### src/rtl/music_pkg.sv
// music_pkg
// Shared definitions for the music score player: the playback state
// encoding, default parameter values and the duration value that marks
// the end of a score.
package music_pkg;

  typedef enum logic [1:0] {
    IDLE  = 2'd0,
    FETCH = 2'd1,
    LOAD  = 2'd2,
    PLAY  = 2'd3
  } state_t;

  localparam int DEFAULT_KEY_BITS       = 4;
  localparam int DEFAULT_TIME_BITS      = 4;
  localparam int DEFAULT_ADDRESS_BITS   = 5;
  localparam int DEFAULT_DEPTH          = 32;
  localparam int DEFAULT_TICKS_PER_UNIT = 2_500_000;

  // A stored duration of zero terminates the score.
  localparam int END_MARKER = 0;

endpackage

### src/rtl/score_ram.sv
// score_ram
// Simple dual-port synchronous RAM holding the score entries.
// One write port and one registered read port. A read and a write to the
// same address in the same cycle return the old contents (read-first).
// The array and the read register are not reset.
//
// Ports:
//   clk      - system clock, rising edge
//   wr_en    - write wr_data at wr_addr this cycle
//   wr_addr  - write address
//   wr_data  - entry to store
//   rd_en    - capture mem[rd_addr] into the read register this cycle
//   rd_addr  - read address
//   rd_data  - registered read data, valid the cycle after rd_en
module score_ram
  import music_pkg::*;
#(
  parameter int Width       = DEFAULT_KEY_BITS + DEFAULT_TIME_BITS,
  parameter int Depth       = DEFAULT_DEPTH,
  parameter int AddressBits = DEFAULT_ADDRESS_BITS
) (
  input  logic                   clk,
  input  logic                   wr_en,
  input  logic [AddressBits-1:0] wr_addr,
  input  logic [Width-1:0]       wr_data,
  input  logic                   rd_en,
  input  logic [AddressBits-1:0] rd_addr,
  output logic [Width-1:0]       rd_data
);

  logic [Width-1:0] mem_q [Depth];
  logic [Width-1:0] rd_data_q;

  // Both ports use non-blocking updates, so a same-address read in the
  // write cycle naturally sees the value from before the write.
  always_ff @(posedge clk) begin
    if (wr_en) begin
      mem_q[wr_addr] <= wr_data;
    end
    if (rd_en) begin
      rd_data_q <= mem_q[rd_addr];
    end
  end

  assign rd_data = rd_data_q;

endmodule

### src/rtl/music_score_player.sv
// music_score_player
// Score store and autonomous playback engine for the sound path. The host
// writes (key, duration) entries into the score RAM; after a Start pulse the
// engine steps through the entries from address 0, holding each key for
// duration x TicksPerUnit cycles, and either stops (Done pulse) or restarts
// at address 0 when it reaches an end marker or the last entry.
//
// Ports:
//   Clock        - system clock, rising edge
//   Reset        - asynchronous, active-low
//   WriteEnable  - store KeyInput/TimeInput at WriteAddress this cycle
//   WriteAddress - score write address
//   KeyInput     - key code to store
//   TimeInput    - duration to store, 0 marks the end of the score
//   Start        - one-cycle pulse, begin playback at address 0 (IDLE only)
//   Stop         - one-cycle pulse, abort playback without Done
//   Loop         - level, restart at address 0 at the end of the score
//   KeyOutput    - key currently (or most recently) playing
//   NoteValid    - KeyOutput is an active note
//   Busy         - playback in progress
//   Done         - one-cycle pulse on natural end of playback
//   PlayAddress  - address of the current entry
module music_score_player
  import music_pkg::*;
#(
  parameter int KeyBits      = DEFAULT_KEY_BITS,
  parameter int TimeBits     = DEFAULT_TIME_BITS,
  parameter int AddressBits  = DEFAULT_ADDRESS_BITS,
  parameter int Depth        = DEFAULT_DEPTH,
  parameter int TicksPerUnit = DEFAULT_TICKS_PER_UNIT
) (
  input  logic                   Clock,
  input  logic                   Reset,
  input  logic                   WriteEnable,
  input  logic [AddressBits-1:0] WriteAddress,
  input  logic [KeyBits-1:0]     KeyInput,
  input  logic [TimeBits-1:0]    TimeInput,
  input  logic                   Start,
  input  logic                   Stop,
  input  logic                   Loop,
  output logic [KeyBits-1:0]     KeyOutput,
  output logic                   NoteValid,
  output logic                   Busy,
  output logic                   Done,
  output logic [AddressBits-1:0] PlayAddress
);

  localparam int EntryBits = KeyBits + TimeBits;
  localparam int TickBits  = (TicksPerUnit > 1) ? $clog2(TicksPerUnit) : 1;

  localparam logic [TickBits-1:0]    TickLast    = TickBits'(TicksPerUnit - 1);
  localparam logic [AddressBits-1:0] LastAddress = AddressBits'(Depth - 1);
  localparam logic [TimeBits-1:0]    EndTime     = TimeBits'(END_MARKER);
  localparam logic [TimeBits-1:0]    LastUnit    = TimeBits'(1);

  state_t                 state_q, state_d;
  logic [AddressBits-1:0] play_addr_q, play_addr_d;
  logic [KeyBits-1:0]     key_q, key_d;
  logic                   note_valid_q, note_valid_d;
  logic                   done_q, done_d;
  logic [TickBits-1:0]    tick_q, tick_d;
  logic [TimeBits-1:0]    unit_q, unit_d;
  logic                   end_reached;

  logic [EntryBits-1:0]   ram_rd_data;
  logic [KeyBits-1:0]     ram_key;
  logic [TimeBits-1:0]    ram_time;

  // Entries are stored as {key, duration}.
  score_ram #(
    .Width       (EntryBits),
    .Depth       (Depth),
    .AddressBits (AddressBits)
  ) u_score_ram (
    .clk     (Clock),
    .wr_en   (WriteEnable),
    .wr_addr (WriteAddress),
    .wr_data ({KeyInput, TimeInput}),
    .rd_en   (state_q == FETCH),
    .rd_addr (play_addr_q),
    .rd_data (ram_rd_data)
  );

  assign ram_key  = ram_rd_data[EntryBits-1:TimeBits];
  assign ram_time = ram_rd_data[TimeBits-1:0];

  // Next-state logic. The end-of-score decision is shared by the end marker
  // in LOAD and the final unit of the last entry in PLAY; Stop is applied
  // last so it overrides both a simultaneous Start and an end decision.
  always_comb begin
    state_d      = state_q;
    play_addr_d  = play_addr_q;
    key_d        = key_q;
    note_valid_d = note_valid_q;
    done_d       = 1'b0;
    tick_d       = tick_q;
    unit_d       = unit_q;
    end_reached  = 1'b0;

    case (state_q)
      IDLE: begin
        if (Start) begin
          state_d     = FETCH;
          play_addr_d = '0;
        end
      end
      FETCH: begin
        state_d = LOAD;
      end
      LOAD: begin
        if (ram_time == EndTime) begin
          end_reached = 1'b1;
        end else begin
          state_d      = PLAY;
          key_d        = ram_key;
          note_valid_d = 1'b1;
          unit_d       = ram_time;
          tick_d       = '0;
        end
      end
      PLAY: begin
        if (tick_q == TickLast) begin
          tick_d = '0;
          unit_d = unit_q - 1'b1;
          if (unit_q == LastUnit) begin
            note_valid_d = 1'b0;
            if (play_addr_q == LastAddress) begin
              end_reached = 1'b1;
            end else begin
              state_d     = FETCH;
              play_addr_d = play_addr_q + 1'b1;
            end
          end
        end else begin
          tick_d = tick_q + 1'b1;
        end
      end
      default: begin
        state_d = IDLE;
      end
    endcase

    if (end_reached) begin
      note_valid_d = 1'b0;
      if (Loop) begin
        state_d     = FETCH;
        play_addr_d = '0;
      end else begin
        state_d = IDLE;
        done_d  = 1'b1;
      end
    end

    if (Stop) begin
      state_d      = IDLE;
      note_valid_d = 1'b0;
      done_d       = 1'b0;
    end
  end

  always_ff @(posedge Clock or negedge Reset) begin
    if (!Reset) begin
      state_q      <= IDLE;
      play_addr_q  <= '0;
      key_q        <= '0;
      note_valid_q <= 1'b0;
      done_q       <= 1'b0;
      tick_q       <= '0;
      unit_q       <= '0;
    end else begin
      state_q      <= state_d;
      play_addr_q  <= play_addr_d;
      key_q        <= key_d;
      note_valid_q <= note_valid_d;
      done_q       <= done_d;
      tick_q       <= tick_d;
      unit_q       <= unit_d;
    end
  end

  assign KeyOutput   = key_q;
  assign NoteValid   = note_valid_q;
  assign Busy        = (state_q != IDLE);
  assign Done        = done_q;
  assign PlayAddress = play_addr_q;

endmodule

### config.mk
export PLATFORM = sky130hd
export DESIGN_NAME = music_score_player
export DESIGN_NICKNAME = d
export VERILOG_FILES = /design/src/rtl/music_pkg.sv /design/src/rtl/score_ram.sv /design/src/rtl/music_score_player.sv
export SDC_FILE = /design/constraint.sdc
export NUM_CORES = 1
export LEC_CHECK = 0
export ABC_AREA = 1
export CAP_MARGIN = 30
export CORE_ASPECT_RATIO = 1.75
export CORE_MARGIN = 2
export CORE_UTILIZATION = 30
export CTS_CLUSTER_DIAMETER = 30
export DETAILED_ROUTE_END_ITERATION = 12
export GPL_TIMING_DRIVEN = 0
export PLACE_DENSITY = 0.53
export SLEW_MARGIN = 5
export SYNTH_ARGS = -nofsm -noshare
export SYNTH_HDL_FRONTEND = slang
export SYNTH_SLANG_ARGS = --single-unit
### constraint.sdc
create_clock -name Clock -period 2 [get_ports Clock]
set_clock_uncertainty 0.05 [all_clocks]
set_input_delay 0.6 -clock Clock [delete_from_list [all_inputs] [get_ports Clock]]
set_output_delay 0.6 -clock Clock [all_outputs]
set_load 0.02 [all_outputs]
==> results.cfg, run 1 <==
[layout]
seq_area_um2 = 8906
multi_input_area_um2 = 3789
syn2layout_area_growth_pct = 28.83
stdcell_area_um2 = 16540
fill_cells = 4032
num_antenna_cells = 0
drive_above_1_share_pct = 21.39
fin_nets = 1269

[die]
die_area_um2 = 44530
die_w_um = 160.4
initial_core_util_pct = 30.27
core_area_um2 = 42420
ios = 31
fp.dieH_um = 277.7
floorplan.rows = 100

[pwr]
cellPowerDensity_nw_per_um2 = 1153
p_leak_nw = 5.903
peakVddDrop_v = 0.0006504

[global_routing]
grt_pass1_vias = 9247
grt-ovfl-total = 0
grt_max_degree = 33
grtUsageTotal_pct = 17.05
antenna_found_initial = 0
grt_pass1_wl_mm = 56.16

[timing]
slew_violations = 0
rsz0062_at_grt = yes
max_slew.worst_pin.slew_ns = 0.7846
hold_viol_final = 0
setup_viol = 211
period_share_pct = 110.6
setup_ws_ns = -0.2112
fin_crit_ns = 2.211
final.setup.tns_ns = -21.67
slew_headroom_pct = 47.53
fmax_ghz = 0.4522

[routing]
drc_errors = 0
post_drt_via_cell_ratio = 4.921
drtAntennaViolNets = 0
first_iter_violations = 611
wl_mm = 38.35
post_drt_wl_per_cell_um = 20.82
vias = 9065
first_pass_iters = 5

[worst_setup_path]
crit_type = primary input to flop
startpoint = WriteEnable
end_kind = flop
cp_top_family = simple AND/OR/NAND/NOR gates
arrival_ns = 2.35
reg2reg_depth = 11
critical_path.startpoint_type = primary input
cpMaxStageDelayCell = nor2_2
critical_path.endpoint = u_score_ram.mem_q[1][3]
critPathRequiredTime_ns = 2.13
rrSetupSlack_ns = -0.20
regToRegEndpoint = u_score_ram.rd_data[1]
cp_num_cells = 3
critPathMaxStageDelay_ns = 0.71
r2r_start = PlayAddress[0]
path_cells = clkdlybuf4s50_1, nand3_1, nor2_2
worst-path-max-fanout = 8
crit_buf_inv = 1

[status]
outcome = finished, violations left
violations = setup timing

[synthesis]
synthFlopType = edfxtp_1
synth_seq_area_share_pct = 69.36
synth_area_leader_cell = edfxtp_1
syn-cell-area_um2 = 12840
syn_area_per_cell_um2 = 11.35
synth_top_cell_area_share_pct = 61.75
synth_cells = 1131
synth_edf_count = 264
synthTopCellsByArea = edfxtp_1, dfrtp_1, nor2_1
synth_nets = 1159
synth.distinct_cells = 38
synth_seq_cells = 303
postSynth.asyncResetShare_pct = 12.87
ys_warn_count = 0
yosys-top-cells-count = edfxtp_1, nor2_1, o21ai_0
synth_most_common_cell = edfxtp_1

[clock_tree]
clock-root-buffer = clkbuf_16
clock_latency_ns = 0.56
clk_path_buf_depth = 3
cts.clk_slew.worst_paths_ns = 0.05
cts_made_buffers = 50
htreeDepth = 2
cts.sinks = 303
tritoncts = built

[place]
port_buffers = 30
place.gp.congestion = 0.8822
place_area_um2 = 13920
dp.final_hpwl_mm = 26.93

[hold_path]
hp-class = primary input to async pin

[flow_run]
cap_violations = 0
==> kinds of logic after synthesis <==
family | count (synthesis) | share of synthesized area, %
AO/OA/AOI/OAI | 243 | 10.71
XOR/XNOR | 5 | 0.3411
adder cells (fa/ha/maj) | 9 | 0.8772
buffers and inverters | 125 | 3.977
flip-flops | 303 | 69.36
multiplexers | 4 | 0.3509
AND/OR/NAND/NOR | 442 | 14.39
==> per-stage QoR <==
step                      hold slack, ns  instances  worst slack (ns)  utilization, %  power (mW)
after detailed placement          0.4168       1729           -0.8459           32.82       10.09
after floorplan                   0.2544       1131            0.2208               -       8.916
final                             0.3937       1842           -0.2112           38.99       19.07
after CTS                         0.3888       1830           -0.1886           38.16       18.99
after global routing              0.4077       1842           -0.2084           38.99       19.70
after global placement            0.4155       1722           -0.8202           32.63       10.05
==> registers in the layout (all words and copies together), names as in the netlist <==
register and cells:
unit_q 4, state_q 2, KeyOutput 4, Done 1, u_score_ram.rd_data 8, NoteValid 1
tick_q 22, PlayAddress 5, u_score_ram.mem_q 256
==> report_power, final <==
group	leakage [nW]	switching, mW	internal, mW	total, mW
Sequential	2.90	0.162	7.23	7.39
Clock	0.827	3.14	5.62	8.77
Combinational	2.18	1.93	0.981	2.91
Total	5.90	5.23	13.8	19.1
==> worst register-to-register path, stage by stage, from the launching register on <==
cell and delay, ns:
dfrtp_2 0.42, buf_12 0.15, buf_16 0.17, buf_12 0.17
nor2_4 0.10, nor2_1 0.04, o21ai_1 0.08, o21ai_1 0.11
o211ai_1 0.24, nand4_1 0.21, nand2_1 0.17, inv_1 0.05
==> what timing repair did <==
item / in CTS / in global routing
cloned: 4 / 1
setup endpoints to repair: 260 / 270
endpoints found under the hold margin: 8 / 0
hold buffers: 1 / 0
resized for setup: 193 / 75
buffers inserted: 5 / 11
pin swaps: 31 / 49
==> cells in the final DEF, fill, tap and decap left out, types with 6 or more instances in the layout <==
| master | Yosys | final |
|---|---|---|
| dlygate4sd2_1 | 0 | 8 |
| clkinv_4 | 0 | 7 |
| clkbuf_16 | 0 | 53 |
| a21oi_1 | 11 | 11 |
| nand4_1 | 27 | 27 |
| nor2_2 | 4 | 38 |
| inv_1 | 66 | 59 |
| clkbuf_2 | 0 | 17 |
| nor3_1 | 9 | 9 |
| nand2_1 | 118 | 113 |
| o21ai_1 | 9 | 39 |
| clkbuf_1 | 37 | 8 |
| nor2_4 | 1 | 22 |
| o21ai_0 | 146 | 111 |
| dfrtp_1 | 39 | 37 |
| nand2_2 | 4 | 7 |
| buf_2 | 14 | 10 |
| inv_2 | 1 | 7 |
| clkbuf_4 | 0 | 7 |
| buf_8 | 0 | 6 |
| o211ai_1 | 29 | 29 |
| clkbuf_8 | 0 | 6 |
| nand3_1 | 43 | 40 |
| buf_4 | 2 | 23 |
| clkdlybuf4s50_1 | 0 | 14 |
| o22ai_1 | 33 | 33 |
| bufinv_16 | 0 | 7 |
| inv_6 | 0 | 11 |
| nor2_1 | 231 | 176 |
| buf_12 | 0 | 8 |
| edfxtp_1 | 264 | 264 |
==> metal layers <==
layer  part of all wire [%]  routed length (µm)  global-route usage (%)  up-vias
li1                       -                   -                       -     4263
met1                     33               12780                   16.31     4346
met2                     55               21100                   33.11      322
met3                    4.8                1851                   2.811      134
met4                    6.8                2606                   10.97        0
met5                      0                   0                       0        -
==> worst min-delay path by stage <==
stage | cells after the start | slack (ns) | end
2_1_floorplan | 0 | 0.25 | Done
3_3_place_gp | 1 | 0.42 | KeyOutput[3]
3_5_place_dp | 1 | 0.42 | KeyOutput[3]
4_1_cts | 2 | 0.39 | tick_q[15]
5_1_grt | 2 | 0.41 | tick_q[15]
6_report | 2 | 0.39 | tick_q[15]
==> final cells by class <==
class	instances	area share, %
flip-flops and latches	303	53.85
clock buffers	56	7.830
repair buffers	59	3.995
plain buffers	56	3.003
inverters	68	1.589
well taps	561	4.244
multi-input cells	703	22.91
clock inverters	36	2.580
No activity file was read; power rests on OpenSTA's default activity.
==> run 2: changes to the inputs <==
--- a/config.mk
+++ b/config.mk
@@ -13,8 +13,9 @@
 export CTS_CLUSTER_DIAMETER = 30
 export DETAILED_ROUTE_END_ITERATION = 12
 export GPL_TIMING_DRIVEN = 0
-export PLACE_DENSITY = 0.53
+export PLACE_DENSITY = 0.52
 export SLEW_MARGIN = 5
 export SYNTH_ARGS = -nofsm -noshare
 export SYNTH_HDL_FRONTEND = slang
+export SYNTH_HIERARCHICAL = 1
 export SYNTH_SLANG_ARGS = --single-unit
==> results.cfg, run 2 <==
[status]
outcome = finished, violations left
violations = setup timing

[synthesis]
synthFlopType = edfxtp_1
synth_seq_cells = 303
synth_top_cell_area_share_pct = 58.51
syn-cell-area_um2 = 13550
muxShareOfSynthArea_pct = 0
yosys-top-cells-count = nand2_1, edfxtp_1, nand3_1
synthXorXnorAreaFrac_pct = 0.5818
synthTopCellsByArea = edfxtp_1, nand2_1, nand3_1
syn_area_per_cell_um2 = 10.53
synth_seq_area_share_pct = 65.72
synth_most_common_cell = nand2_1
synth_nets = 1316
synthSimpleGateAreaFrac_pct = 25.62
synth-compound-area-share_pct = 2.161
synth.distinct_cells = 44
postSynth.asyncResetShare_pct = 12.87
synth_fa_ha_area_share_pct = 0.9235
ys_warn_count = 6
synth_edf_count = 264
synth_top_family_by_area = simple AND/OR/NAND/NOR gates
synth_cells = 1287
synth_area_leader_cell = edfxtp_1

[layout]
final_core_util_pct = 37.08
fill_cells = 4449
instances_no_fill = 2005
final_cell_mix = nand2_1, edfxtp_1, nand3_1, clkbuf_16, inv_1
fin_nets = 1416
stdcell_area_um2 = 16630
drive_above_1_share_pct = 19.40
num_antenna_cells = 0
largest_reg_flops = 256
final_common_cell = nand2_1
multi_input_area_um2 = 4237
regMostFlops = u_score_ram/mem_q
seq_area_um2 = 8910
syn2layout_area_growth_pct = 22.76

[worst_setup_path]
crit_type = primary input to flop
r2r_start = PlayAddress[0]
cpMaxStageDelayCell = nor2_2
critPathRequiredTime_ns = 2.15
reg2reg_depth = 11
critical_path.startpoint_type = primary input
startpoint = WriteEnable
regToRegEndpoint = u_score_ram/rd_data[2]
arrival_ns = 2.38
critical_path.endpoint = u_score_ram/mem_q[6][5]
end_kind = flop
worst-path-max-fanout = 8
rrSetupSlack_ns = 0.03
critPathMaxStageDelay_ns = 0.73
path_cells = clkdlybuf4s50_1, nand3_1, nor2_2

[timing]
setup_ws_ns = -0.2316
rsz0062_at_grt = yes
slew_violations = 0
fmax_ghz = 0.4481
max_slew.worst_pin.slew_ns = 0.8207
setup_viol = 235
period_share_pct = 111.6
slew_headroom_pct = 45.29
hold_viol_final = 0
fin_crit_ns = 2.232

[place]
placed_cells = 1896
place.gp.congestion = 0.8258
place_area_um2 = 14570
dp.final_hpwl_mm = 28.02
post-place-ws_ns = -0.8842
port_buffers = 30

[clock_tree]
tritoncts = built
clock-root-buffer = clkbuf_16
cts.clk_slew.worst_paths_ns = 0.05
cts.sinks = 303
clk_path_buf_depth = 3
clock_latency_ns = 0.57
cts_made_buffers = 49
htreeDepth = 2

[routing]
post_drt_via_cell_ratio = 4.840
wl_mm = 39.51
post_drt_wl_per_cell_um = 19.71
drtAntennaViolNets = 0
first_iter_violations = 638
vias = 9705
first_pass_iters = 5
drc_errors = 0

[global_routing]
grt_util_met2_pct = 33.05
use_met3_pct = 2.269
antenna_found_initial = 0
use_met1_pct = 16.53
grt-ovfl-total = 0
grt_pass1_vias = 9891
grt_busiest_layer = met2
grtUsageTotal_pct = 17.06
grt_max_degree = 34
grt_pass1_wl_mm = 58.77

[die]
fp.dieH_um = 285.1
initial_core_util_pct = 30.21
die_area_um2 = 46940
core_area_um2 = 44850
ios = 31
floorplan.rows = 103
die_w_um = 164.6

[pwr]
peakVddDrop_v = 0.0006981
cellPowerDensity_nw_per_um2 = 1301
p_leak_nw = 6.330

[hold_path]
hp-class = flop to flop

[flow_run]
cap_violations = 0
## run 2: cell types whose count changed after synthesis, moves of 25 or more
cell	before	now
buf_6	2	27
clkbuf_1	37	8
nor2_1	231	71
o22ai_1	33	1
nand2_1	118	451
nand3_1	43	229
o211ai_1	29	2
o21ai_0	146	21
## run 2: worst min path at each step
stage	depth (start not counted)	startpoint	end	slack, ns
floorplan	0	Reset	Done	0.25
global placement	2	u_score_ram/rd_data[7]	KeyOutput[3]	0.39
detailed placement	2	u_score_ram/rd_data[7]	KeyOutput[3]	0.39
CTS	2	Reset	PlayAddress[0]	0.38
global route	2	Reset	PlayAddress[0]	0.42
finish	2	u_score_ram/rd_data[7]	KeyOutput[3]	0.39
## run 2: where the power goes
part	internal, mW	switching [mW]	leakage, nW	total, mW
Sequential	7.26	0.187	2.90	7.45
Combinational	2.05	4.05	2.65	6.10
Clock	4.98	3.11	0.780	8.09
Total	14.3	7.34	6.33	21.6
## run 2: per-layer routing
layer,up-vias,part of all wire (%),wire [µm]
met5,-,0,0
met4,0,6.3,2492
met3,117,3.6,1432
met2,279,56,22270
met1,4693,34,13320
li1,4616,-,-
## run 2: layout make-up
class                           count  area share, %
Timing Repair Buffer               49          2.588
Tap cell                          577          4.341
Clock buffer                       55          7.764
Clock inverter                     37          1.926
Inverter                           58          1.369
Sequential cell                   303          53.57
Buffer                             57          2.964
Multi-Input combinational cell    869          25.47
## run 2: stage by stage
step	power, mW	hold WS (ns)	setup TNS [ns]
after floorplan	11.23	0.2544	0
after global placement	13.27	0.3893	-382.46
after detailed placement	13.31	0.3904	-199.00
after CTS	21.54	0.3840	-30.26
after global routing	22.71	0.4208	-52.70
final	21.64	0.3942	-34.58
## run 2: critical path, delay by kind of cell
| family | cells | cell delay, ns |
|---|---|---|
| AND/OR/NAND/NOR | 2 | 1.26 |
| buffers and inverters | 1 | 0.51 |
## run 2: cells by family after synthesis
| family | Yosys count |
|---|---|
| AOI/OAI and AO/OA | 47 |
| and+or+nand+nor | 803 |
| buffers and inverters | 115 |
| DFF | 303 |
| adders and majority gates | 10 |
| xor gates and xnor gates | 9 |
## run 2: repair_timing
action | 4_1_cts | 5_1_grt
endpoints found under the setup margin | 293 | 283
endpoints found under the hold margin | 6 | 0
setup buffers | 5 | 11
cloned | 0 | 0
hold buffers | 1 | 0
resized for setup | 70 | 67
pin swaps | 1 | 8
==> run 3: changes to the inputs <==
--- a/config.mk
+++ b/config.mk
@@ -13,7 +13,6 @@
 export CTS_CLUSTER_DIAMETER = 30
 export DETAILED_ROUTE_END_ITERATION = 12
 export GPL_TIMING_DRIVEN = 0
-export PLACE_DENSITY = 0.52
 export SLEW_MARGIN = 5
 export SYNTH_ARGS = -nofsm -noshare
 export SYNTH_HDL_FRONTEND = slang
==> results.cfg, run 3 (same netlist as run 2, synthesis figures left out) <==
[clock_tree]
cts.sinks = 303
clock_latency_ns = 0.56
htreeDepth = 2
tritoncts = built
clk_path_buf_depth = 3
cts.clk_slew.worst_paths_ns = 0.05
clock-root-buffer = clkbuf_16
cts_made_buffers = 46

[timing]
fmax_ghz = 0.4423
slew_headroom_pct = 43.87
hold_viol_final = 0
setup_viol = 256
max_slew.worst_pin.slew_ns = 0.8396
hold_ws_ns = 0.3956
rsz0062_at_grt = yes
fin_crit_ns = 2.261
setup_ws_ns = -0.2610
slew_violations = 0
period_share_pct = 113.0
final.setup.tns_ns = -44.04

[routing]
vias = 9801
first_pass_iters = 5
wl_mm = 37.82
first_iter_violations = 895
drtAntennaViolNets = 0
post_drt_wl_per_cell_um = 18.92
post_drt_via_cell_ratio = 4.903
drc_errors = 0

[place]
place.gp.congestion = 0.8681
place_area_um2 = 14640
port_buffers = 30
dp.final_hpwl_mm = 26.84

[layout]
fill_cells = 4370
final_common_cell = nand2_1
num_antenna_cells = 0
syn2layout_area_growth_pct = 22.59
stdcell_area_um2 = 16610
regMostFlops = u_score_ram/mem_q
drive_above_1_share_pct = 18.35
fin_nets = 1414
final_cell_mix = nand2_1, edfxtp_1, nand3_1, inv_1, clkbuf_16
largest_reg_flops = 256

[worst_setup_path]
end_kind = flop
rrSetupSlack_ns = 0.04
cpMaxStageDelayCell = nor2_2
reg2reg_depth = 11
critical_path.startpoint_type = primary input
crit_type = primary input to flop
path_cells = clkdlybuf4s50_1, nand3_1, nor2_2
critPathRequiredTime_ns = 2.13
critPathMaxStageDelay_ns = 0.67
regToRegEndpoint = u_score_ram/rd_data[1]
startpoint = WriteEnable
worst-path-max-fanout = 8
arrival_ns = 2.40
r2r_start = PlayAddress[0]

[hold_path]
min_to = KeyOutput[0]
hp-class = flop to flop
holdCritStartpoint = u_score_ram/rd_data[4]
hold_path_depth = 2

[global_routing]
grt_max_degree = 33
grt_pass1_vias = 9795
grt-ovfl-total = 0
antenna_found_initial = 0
grt_util_met2_pct = 29.58
grt_busiest_layer = met2
grtUsageTotal_pct = 16.04
use_met3_pct = 2.502
use_met1_pct = 16.17
grt_pass1_wl_mm = 56.12

[pwr]
cellPowerDensity_nw_per_um2 = 1295
p_leak_nw = 6.304
finalPower_mw = 21.51
peakVddDrop_v = 0.0006138

[die]
floorplan.rows = 103
initial_core_util_pct = 30.21
die_w_um = 164.6
core_area_um2 = 44850
ios = 31
die_area_um2 = 46940
fp.dieH_um = 285.1

[status]
violations = setup timing
outcome = finished, violations left

[flow_run]
cap_violations = 0
-- run 3: changes by cell type in the layout (fill, tap and decap cells not counted), moves of 5 or more --
cell and delta:
clkbuf_16 -5, nand3_2 -11, clkinv_2 -6, nand3_1 +11, clkinv_4 +6, buf_2 -6
-- run 3: worst max-delay path: cells and delay by family --
kind,cells,cell delay (ns)
buf+inv,1,0.52
simple gates,2,1.27
-- run 3: what timing repair did --
| action | CTS | global route |
|---|---|---|
| setup buffers | 6 | 8 |
| pin swaps | 1 | 5 |
| setup endpoints to repair | 286 | 291 |
| gates resized for setup | 66 | 55 |
| hold endpoints to repair | 7 | 0 |
| hold buffers | 1 | 0 |
-- run 3: report_power, final --
group,internal [mW],switching (mW),total [mW]
clock network,4.89,3.15,8.05
logic,2.06,3.95,6.00
registers,7.26,0.202,7.46
-- run 3: per-layer routing --
| metal | vias up | share of wire (%) | wire length (µm) |
|---|---|---|---|
| met2 | 318 | 53 | 20230 |
| met4 | 0 | 7.1 | 2684 |
| li1 | 4626 | - | - |
| met1 | 4737 | 35 | 13110 |
| met5 | - | 0 | 0 |
| met3 | 120 | 4.7 | 1792 |
-- run 3: how the worst max path moves through the flow --
stage | endpoint | slack, ns | cells past startpoint
floorplan | tick_q[19] | 0.23 | 10
global placement | tick_q[6] | -0.88 | 1
detailed placement | u_score_ram/mem_q[2][6] | -0.89 | 3
CTS | u_score_ram/mem_q[3][1] | -0.22 | 3
global route | u_score_ram/mem_q[5][7] | -0.31 | 4
finish | u_score_ram/mem_q[24][5] | -0.26 | 3
-- run 3: final cells by class --
| type | count | area, µm² | area share (%) |
|---|---|---|---|
| Timing Repair Buffer | 50 | 500.5 | 3.013 |
| Buffer | 57 | 494.2 | 2.976 |
| Tap cell | 577 | 721.9 | 4.347 |
| Clock inverter | 38 | 425.4 | 2.561 |
| Multi-Input combinational cell | 869 | 4175 | 25.14 |
| Inverter | 58 | 226.5 | 1.364 |
| Clock buffer | 47 | 1155 | 6.953 |
| Sequential cell | 303 | 8910 | 53.65 |
-- run 3: metrics by stage --
| stage | instances | setup WS (ns) | util (%) |
|---|---|---|---|
| 5_1_grt | 1999 | -0.3074 | 37.03 |
| 3_3_place_gp | 1894 | -0.8828 | 32.49 |
| 3_5_place_dp | 1899 | -0.8921 | 32.64 |
| 2_1_floorplan | 1287 | 0.2284 | - |
| 6_report | 1999 | -0.2610 | 37.03 |
| 4_1_cts | 1991 | -0.2240 | 36.49 |
